===== src/rtl/chimera_pkg.sv =====
// Shared chimera types: APB request/response structs, cluster power-FSM
// state encoding, power-controller register offsets and a byte-strobe helper.
// The optional interrupt feature is enabled by CHIMERA_CLUSTER_PWR_IRQ_EN.
`timescale 1ns/1ps
package chimera_pkg;

  typedef struct packed {
    logic [31:0] paddr;
    logic        psel;
    logic        penable;
    logic        pwrite;
    logic [31:0] pwdata;
    logic [3:0]  pstrb;
  } apb_req_t;

  typedef struct packed {
    logic        pready;
    logic [31:0] prdata;
    logic        pslverr;
  } apb_resp_t;

  typedef enum logic [2:0] {
    CL_OFF   = 3'd0,
    CL_RESET = 3'd1,
    CL_RUN   = 3'd2,
    CL_ISO   = 3'd3,
    CL_HALT  = 3'd4
  } cluster_pwr_state_e;

  localparam logic [11:0] PWR_ENABLE_OFS     = 12'h000;
  localparam logic [11:0] PWR_ERR_OFS        = 12'h004;
  localparam logic [11:0] PWR_BUSY_OFS       = 12'h008;
  localparam logic [11:0] PWR_IRQ_MASK_OFS   = 12'h00C;
  localparam logic [11:0] PWR_IRQ_PEND_OFS   = 12'h010;
  localparam logic [11:0] PWR_BOOT_ADDR_BASE = 12'h100;
  localparam logic [11:0] PWR_STATE_BASE     = 12'h200;

  // Merge new_val into old_val only in the byte lanes selected by strb.
  function automatic logic [31:0] apb_strb_merge(input logic [31:0] old_val,
                                                 input logic [31:0] new_val,
                                                 input logic [3:0]  strb);
    logic [31:0] res;
    res = old_val;
    for (int b = 0; b < 4; b++) begin
      if (strb[b]) res[8*b +: 8] = new_val[8*b +: 8];
    end
    return res;
  endfunction

endpackage


===== src/rtl/chimera_cluster_pwr_fsm.sv =====
// One cluster's power sequencer: OFF -> RESET -> RUN -> ISO -> HALT -> OFF.
// Outputs are a flopped decode of the state, so they trail state by one cycle.
// state_o exposes the current state for register readback and debug.
`timescale 1ns/1ps
module chimera_cluster_pwr_fsm
  import chimera_pkg::*;
#(
  parameter int unsigned ResetCycles = 16,
  parameter int unsigned IsoTimeout  = 1024
) (
  input  logic               clk_i,
  input  logic               rst_i,
  input  logic               enable_i,
  input  logic               isolated_i,
  output logic               clk_en_o,
  output logic               rst_o,
  output logic               isolate_o,
  output logic               err_set_o,
  output logic               done_o,
  output cluster_pwr_state_e state_o
);

  localparam int unsigned CntMax = (ResetCycles > IsoTimeout) ? ResetCycles : IsoTimeout;
  localparam int unsigned CntW   = $clog2(CntMax + 1);

  cluster_pwr_state_e state_q, state_d;
  logic [CntW-1:0]    cnt_q, cnt_d, cnt_inc;
  logic               clk_en_q, rst_q, iso_q;
  logic [2:0]         out_dec;

  // Next-state, counter and timeout-error logic.
  always_comb begin
    state_d   = state_q;
    cnt_d     = cnt_q;
    err_set_o = 1'b0;
    cnt_inc   = (cnt_q == {CntW{1'b1}}) ? cnt_q : cnt_q + 1'b1;
    case (state_q)
      CL_OFF: begin
        if (enable_i) begin
          state_d = CL_RESET;
          cnt_d   = '0;
        end
      end
      CL_RESET: begin
        if (!enable_i) state_d = CL_OFF;
        else if (cnt_q == CntW'(ResetCycles - 1)) state_d = CL_RUN;
        else cnt_d = cnt_inc;
      end
      CL_RUN: begin
        if (!enable_i) begin
          state_d = CL_ISO;
          cnt_d   = '0;
        end
      end
      CL_ISO: begin
        // A drained cluster beats a timeout landing in the same cycle.
        if (isolated_i) state_d = CL_HALT;
        else if (cnt_q == CntW'(IsoTimeout - 1)) begin
          state_d   = CL_HALT;
          err_set_o = 1'b1;
        end else cnt_d = cnt_inc;
      end
      CL_HALT: state_d = CL_OFF;
      default: state_d = CL_OFF;
    endcase
    done_o = (state_d != state_q) && ((state_d == CL_RUN) || (state_d == CL_OFF));
  end

  // State to {clk_en, rst, isolate} decode, flopped below.
  always_comb begin
    out_dec = 3'b011;
    case (state_q)
      CL_RESET: out_dec = 3'b111;
      CL_RUN:   out_dec = 3'b100;
      CL_ISO:   out_dec = 3'b101;
      CL_HALT:  out_dec = 3'b111;
      default:  out_dec = 3'b011;
    endcase
  end

  // State, counter and registered cluster controls.
  always_ff @(posedge clk_i) begin
    if (rst_i) begin
      state_q  <= CL_OFF;
      cnt_q    <= '0;
      clk_en_q <= 1'b0;
      rst_q    <= 1'b1;
      iso_q    <= 1'b1;
    end else begin
      state_q                    <= state_d;
      cnt_q                      <= cnt_d;
      {clk_en_q, rst_q, iso_q}   <= out_dec;
    end
  end

  assign clk_en_o  = clk_en_q;
  assign rst_o     = rst_q;
  assign isolate_o = iso_q;
  assign state_o   = state_q;

endmodule


===== src/rtl/chimera_cluster_pwr_ctrl.sv =====
// APB power/reset sequencer for the external clusters. Holds ENABLE, ERR,
// BOOT_ADDR (and IRQ registers when CHIMERA_CLUSTER_PWR_IRQ_EN is defined)
// and runs one chimera_cluster_pwr_fsm per cluster.
// APB handshake: zero wait state; pready is high in every access phase
// (psel & penable), prdata/pslverr are valid in that same cycle, and a write
// commits on the clock edge that ends the access phase.
`timescale 1ns/1ps
module chimera_cluster_pwr_ctrl
  import chimera_pkg::*;
#(
  parameter int unsigned NumClusters = 5,
  parameter int unsigned ResetCycles = 16,
  parameter int unsigned IsoTimeout  = 1024,
  parameter logic [31:0] BootAddrRst = 32'h3000_0000
) (
  input  logic                        clk_i,
  input  logic                        rst_i,
  input  apb_req_t                    apb_req_i,
  output apb_resp_t                   apb_rsp_o,
  output logic [NumClusters-1:0]      clk_en_o,
  output logic [NumClusters-1:0]      rst_o,
  output logic [NumClusters-1:0]      isolate_o,
  input  logic [NumClusters-1:0]      isolated_i,
  output logic [NumClusters-1:0][31:0] boot_addr_o
`ifdef CHIMERA_CLUSTER_PWR_IRQ_EN
  ,
  output logic                        irq_o
`endif
);

  logic [NumClusters-1:0]       enable_q, enable_d, err_q, err_clr, err_set, done, busy;
  logic [NumClusters-1:0][31:0] boot_q, boot_d;
  cluster_pwr_state_e           state [NumClusters];
  logic                         access, wr, slverr, sel_ok;
  logic [11:0]                  ofs;
  logic [5:0]                   idx;
  logic [31:0]                  rdata, sel_boot;
  cluster_pwr_state_e           sel_state;
`ifdef CHIMERA_CLUSTER_PWR_IRQ_EN
  logic [NumClusters-1:0]       mask_q, mask_d, pend_q, pend_clr;
  logic                         irq_q;
`else
  logic                         unused_done;
  assign unused_done = ^done;
`endif
  logic                         unused_addr;
  assign unused_addr = ^apb_req_i.paddr[31:12];

  for (genvar g = 0; g < NumClusters; g++) begin : g_cluster
    chimera_cluster_pwr_fsm #(
      .ResetCycles (ResetCycles),
      .IsoTimeout  (IsoTimeout)
    ) u_fsm (
      .clk_i      (clk_i),
      .rst_i      (rst_i),
      .enable_i   (enable_q[g]),
      .isolated_i (isolated_i[g]),
      .clk_en_o   (clk_en_o[g]),
      .rst_o      (rst_o[g]),
      .isolate_o  (isolate_o[g]),
      .err_set_o  (err_set[g]),
      .done_o     (done[g]),
      .state_o    (state[g])
    );
  end

  // Busy means mid-sequence: neither parked OFF nor steady RUN.
  always_comb begin
    busy = '0;
    for (int i = 0; i < NumClusters; i++) begin
      busy[i] = (state[i] != CL_OFF) && (state[i] != CL_RUN);
    end
  end

  // APB decode: read mux, write enables and slave error.
  always_comb begin
    access    = apb_req_i.psel & apb_req_i.penable;
    wr        = access & apb_req_i.pwrite;
    ofs       = apb_req_i.paddr[11:0];
    idx       = ofs[7:2];
    rdata     = '0;
    slverr    = 1'b0;
    enable_d  = enable_q;
    boot_d    = boot_q;
    err_clr   = '0;
    sel_ok    = 1'b0;
    sel_boot  = '0;
    sel_state = CL_OFF;
`ifdef CHIMERA_CLUSTER_PWR_IRQ_EN
    mask_d    = mask_q;
    pend_clr  = '0;
`endif
    for (int i = 0; i < NumClusters; i++) begin
      if (int'(idx) == i) begin
        sel_ok    = 1'b1;
        sel_boot  = boot_q[i];
        sel_state = state[i];
      end
    end
    if (access) begin
      if (ofs == PWR_ENABLE_OFS) begin
        rdata[NumClusters-1:0] = enable_q;
        if (wr) begin
          for (int i = 0; i < NumClusters; i++) begin
            enable_d[i] = apb_req_i.pstrb[i/8] ? apb_req_i.pwdata[i] : enable_q[i];
          end
        end
      end else if (ofs == PWR_ERR_OFS) begin
        rdata[NumClusters-1:0] = err_q;
        if (wr) begin
          for (int i = 0; i < NumClusters; i++) begin
            err_clr[i] = apb_req_i.pstrb[i/8] & apb_req_i.pwdata[i];
          end
        end
      end else if (ofs == PWR_BUSY_OFS) begin
        rdata[NumClusters-1:0] = busy;
`ifdef CHIMERA_CLUSTER_PWR_IRQ_EN
      end else if (ofs == PWR_IRQ_MASK_OFS) begin
        rdata[NumClusters-1:0] = mask_q;
        if (wr) begin
          for (int i = 0; i < NumClusters; i++) begin
            mask_d[i] = apb_req_i.pstrb[i/8] ? apb_req_i.pwdata[i] : mask_q[i];
          end
        end
      end else if (ofs == PWR_IRQ_PEND_OFS) begin
        rdata[NumClusters-1:0] = pend_q;
        if (wr) begin
          for (int i = 0; i < NumClusters; i++) begin
            pend_clr[i] = apb_req_i.pstrb[i/8] & apb_req_i.pwdata[i];
          end
        end
`endif
      end else if (((ofs & 12'hF00) == PWR_BOOT_ADDR_BASE) && sel_ok) begin
        rdata = sel_boot;
        if (wr) begin
          // Boot address may only change while the cluster is fully off.
          if (sel_state != CL_OFF) slverr = 1'b1;
          else begin
            for (int i = 0; i < NumClusters; i++) begin
              if (int'(idx) == i) begin
                boot_d[i] = apb_strb_merge(boot_q[i], apb_req_i.pwdata, apb_req_i.pstrb);
              end
            end
          end
        end
      end else if (((ofs & 12'hF00) == PWR_STATE_BASE) && sel_ok) begin
        rdata = {29'b0, sel_state};
      end else begin
        slverr = 1'b1;
      end
      if (slverr) rdata = '0;
    end
  end

  // Shared registers; a new timeout beats a same-cycle ERR clear.
  always_ff @(posedge clk_i) begin
    if (rst_i) begin
      enable_q <= '0;
      err_q    <= '0;
      boot_q   <= {NumClusters{BootAddrRst}};
    end else begin
      enable_q <= enable_d;
      err_q    <= (err_q & ~err_clr) | err_set;
      boot_q   <= boot_d;
    end
  end

`ifdef CHIMERA_CLUSTER_PWR_IRQ_EN
  // Interrupt mask, sticky done-event pending bits and registered irq.
  always_ff @(posedge clk_i) begin
    if (rst_i) begin
      mask_q <= '0;
      pend_q <= '0;
      irq_q  <= 1'b0;
    end else begin
      mask_q <= mask_d;
      pend_q <= (pend_q & ~pend_clr) | done;
      irq_q  <= |(pend_q & mask_q);
    end
  end

  assign irq_o = irq_q;
`endif

  assign apb_rsp_o.pready  = access;
  assign apb_rsp_o.prdata  = rdata;
  assign apb_rsp_o.pslverr = slverr;
  assign boot_addr_o       = boot_q;

endmodule


===== config.mk =====
export PLATFORM = sky130hd
export DESIGN_NAME = chimera_cluster_pwr_ctrl
export DESIGN_NICKNAME = d
export VERILOG_FILES = /design/src/rtl/chimera_pkg.sv /design/src/rtl/chimera_cluster_pwr_fsm.sv /design/src/rtl/chimera_cluster_pwr_ctrl.sv
export SDC_FILE = /design/constraint.sdc
export NUM_CORES = 1
export LEC_CHECK = 0
export CAP_MARGIN = 10
export CORE_UTILIZATION = 56
export CTS_CLUSTER_DIAMETER = 30
export DETAILED_ROUTE_END_ITERATION = 8
export GPL_ROUTABILITY_DRIVEN = 0
export PLACE_DENSITY = 0.87
export SYNTH_ARGS = -nofsm -noshare
export SYNTH_HDL_FRONTEND = slang
export SYNTH_HIERARCHICAL = 1
export SYNTH_SLANG_ARGS = --single-unit

===== constraint.sdc =====
create_clock -name clk_i -period 4.7 [get_ports clk_i]
set_clock_uncertainty 0.2 [all_clocks]
set_input_delay 0.94 -clock clk_i [delete_from_list [all_inputs] [get_ports clk_i]]
set_output_delay 0.94 -clock clk_i [all_outputs]
set_load 0.05 [all_outputs]

# Yosys cells after proc, flatten, opt, wreduce, memory -nomap -nowiden
# Cells that the tools add are included.
[totals]
ram_bits = 0
in_bits = 78
n_memories = 0
word_cells = 348
ff_bits = 255
latchBits = 0
mem_bits_ro = 0
output_inout_bits = 209
[classes]
multipliers = 0
muxes = 133
n_lt_le_gt_ge = 0
n_eq_ne = 88
n_div = 0
shift = 0
n_addsub = 5
bitwise_logic = 14
n_reduce_logical = 61
[ops]
columns = ["op", "count"]
rows = [
  ["11-bit two-way mux", 35],
  ["32-bit two-way mux", 8],
  ["11-bit one-hot mux with 4 select lines", 5],
  ["9-bit AND reduction", 20],
  ["3-bit two-way mux", 36],
  ["27-bit two-way mux", 3],
  ["2-bit != test (second input constant)", 30],
  ["3-bit one-hot mux with 4 select lines", 5],
  ["11-bit by 1-bit adder with 11-bit output (second input constant)", 5],
  ["11-bit by 10-bit equality test with 1-bit output (second input constant)", 5],
  ["11-bit equality test (second input constant)", 5],
  ["11-bit by 4-bit equality test with 1-bit output (second input constant)", 5],
  ["3-bit by 2-bit != test with 1-bit output (second input constant)", 15],
  ["3-bit one-hot mux with 3 select lines", 5],
  ["5-bit two-way mux", 7],
  ["7-bit AND reduction", 5],
  ["3-bit by 2-bit equality test with 1-bit output (second input constant)", 10],
  ["1-bit two-way mux", 29],
  ["4-bit AND reduction", 6],
  ["4-bit nonzero test", 5],
  ["3-bit nonzero test", 6],
  ["3-bit by 1-bit equality test with 1-bit output (second input constant)", 5],
  ["3-bit equality test (second input constant)", 5],
  ["3-bit zero test", 5],
  ["16 further kinds", 36],
]

# Depth between registers and ports, before layout
[depth]
depth_word = 16
depth_mapped = 8
mapped_depth_nobuf = 6

# Hierarchy
# Netlist, hierarchy kept.
[modules_own_cells]
columns = ["module", "cells_per_inst", "area_each_um2", "seq_area_each_um2", "instances"]
rows = [
  ["chimera_cluster_pwr_ctrl", 842, 8764.7, 3403.3, 1],
  ["chimera_cluster_pwr_fsm", 113, 935.9, 340.3, 5],
]

# Worst setup path after synthesis
# No wires, ideal clock.
[synth_timing]
path_type = "input-to-output"
from = "input apb_req_i[41] (netlist name)"
to = "output apb_rsp_o[10] (netlist name)"
t_arrival_ps = 4010
t_required_ps = 3560
n_path_buf = 3
path_stages = 8
path_slack_ps = -450
path_cell_list = "buf_6 > mux4_2 > o21ai_2 > o21ai_2 > buf_6 > o31a_1 > buf_2 > nor4_1"
[synth_rtl]
columns = ["element", "line", "rtl"]
rows = [
  ["start: declaration", "chimera_cluster_pwr_ctrl.sv:18", "input apb_req_t apb_req_i,"],
  ["end: declaration", "chimera_cluster_pwr_ctrl.sv:19", "output apb_resp_t apb_rsp_o,"],
]

==> results_dict.tcl <==
set metrics [dict create \
    syn_area_um2 13400 \
    final.setup.tns_ps 0 \
    grt_pass1_vias 12300 \
    hold_buffers 0 \
    antenna_cells 0 \
    drt_iter0_drc 1247 \
    grt_pass1_wl_um 66700 \
    dieArea_um2 24500 \
    grt_usage 0.349 \
    placed_cells 1903 \
    rsz0062_at_grt "no" \
    cts.sinks 255 \
    multi_input_area_um2 7570 \
    cts_tree "yes" \
    period_share 0.995 \
    final_common_cell "dfxtp_1" \
    power_mw 6.35 \
    grt_max_degree 128 \
    ir_drop_uv 293 \
    ys_warn_count 6 \
    drive_gt1_frac 0.148 \
    hold_path.class "reg -> reg" \
    die_h_um 157 \
    crit_fanout 18 \
    drc 0 \
    start_util 0.570 \
    outcome "complete, no violations" \
    fin_crit_ps 4670 \
    cellLeakagePower_nw 6.81 \
    hpwl_um 28400 \
    io_pins 287 \
    postSynthAreaPerCell_um2 9.57 \
    setup_viol 0 \
    vias 12600 \
    die_w_um 157 \
    antenna_found_initial 0 \
    clkTransAtPathRegs_ps 50 \
    fillCellCount 1502 \
    clk_latency_ps 550 \
    cts_buffers 55 \
    maxCapViolCount 0 \
    arrival_ps 3530 \
    slew_headroom 0.366 \
    slew_viol_final 0 \
    cp.required_ps 3560 \
    core_area_um2 23500 \
    reg2reg_depth 7 \
    placed_cell_area_um2 16000 \
    syn_inst 1397 \
    clockBufferDepth 3 \
    first_pass_iters 7 \
    holdPathStages 2 \
    drt_wl_total_um 43400 \
    clock.fmax_mhz 214 \
    fin_area_um2 17900 \
    seqCellArea_um2 5100 \
    final_cells 2006 \
    power_density_nw_per_um2 354 \
    ant_nets 0 \
    rows 56 \
    place.port_buffers 266 \
    final_nets 1725 \
    area_delta_synth_final_pct 34.1 \
    synth_nets 1480 \
    critPathLaunchType "primary input" \
    h-tree-depth 2 \
    cp-end-kind "output port" \
    final_cell_mix "dfxtp_1 (255), clkdlybuf4s50_1 (229), nand2b_1 (180)" \
    hold_viol_final 0 \
    max_slew.worst_pin.slew_ps 950 \
    crit_type "in -> out" \
    grt_remaining_overflow 0 \
    cts-root-buf "clkbuf_16" \
    viasPerCell 6.27 \
    wl_per_cell_um 21.6 \
]
## worst max-delay path, cell delays in order
cell,delay [ps]
clkdlybuf4s50_1,460
or3_1,450
nor3b_2,250
a221oi_4,60
o31a_2,430
buf_4,250
nor4_1,420
buf_4,280
## where the power goes
group	switching, mW	internal, mW	total [mW]
combinational	0.132	0.107	0.239
sequential	0.0000157	2.17	2.17
clock	1.32	2.63	3.95
total	1.45	4.90	6.35
## worst paths after layout
check / startpoint / to / slack (ps)
worst max-delay path: apb_req_i[46] / apb_rsp_o[26] / 30
worst max register to register: g_cluster[0].u_fsm/state_o[2]$_SDFF_PP0_ / boot_addr_o[3]$_SDFFE_PP0P_ / 1710
worst min register to register: err_q[2]$_SDFF_PP0_ / err_q[2]$_SDFF_PP0_ / 280
worst min-delay path: err_q[2]$_SDFF_PP0_ / err_q[2]$_SDFF_PP0_ / 280
## what timing repair did
action,in CTS,in global routing
gates resized for setup,1,3
cloned,0,0
pin swaps,0,1
setup buffers,0,1
setup endpoints to repair,2,23
## per-stage QoR
| step | hold slack, ps | worst slack (ps) | utilization |
|---|---|---|---|
| 2_1_floorplan | 223 | -450 | - |
| 3_3_place_gp | 264 | -9.00 | 0.680 |
| 3_5_place_dp | 266 | -4.21 | 0.680 |
| 4_1_cts | 281 | 3.49 | 0.762 |
| 5_1_grt | 292 | 7.48 | 0.764 |
| 6_report | 284 | 25.5 | 0.764 |
## final cells by class
cell class                      instances  share of cell area
Timing Repair Buffer                  295               0.157
Clock buffer                           65              0.0835
Sequential cell                       255               0.285
Multi-Input combinational cell       1006               0.422
Tap cell                              319              0.0223
Clock inverter                         37              0.0238
Inverter                               29             0.00607
## per-layer routing
layer / part of all wire / global-route usage / vias up
met3: 0.087 / 0.0767 / 160
met2: 0.48 / 0.572 / 698
met1: 0.39 / 0.426 / 6069
li1: - / - / 5649
met4: 0.046 / 0.190 / 0
met5: 0 / 0 / -
## flip-flops by register name, indices dropped and copies added (netlist names)
register                   flops
enable_q                       5
g_cluster.u_fsm/isolate_o      5
g_cluster.u_fsm/cnt_q         55
boot_addr_o                  160
g_cluster.u_fsm/clk_en_o       5
g_cluster.u_fsm/rst_o          5
g_cluster.u_fsm/state_o       15
err_q                          5
Note: power is estimated with default switching activity, not from simulation.
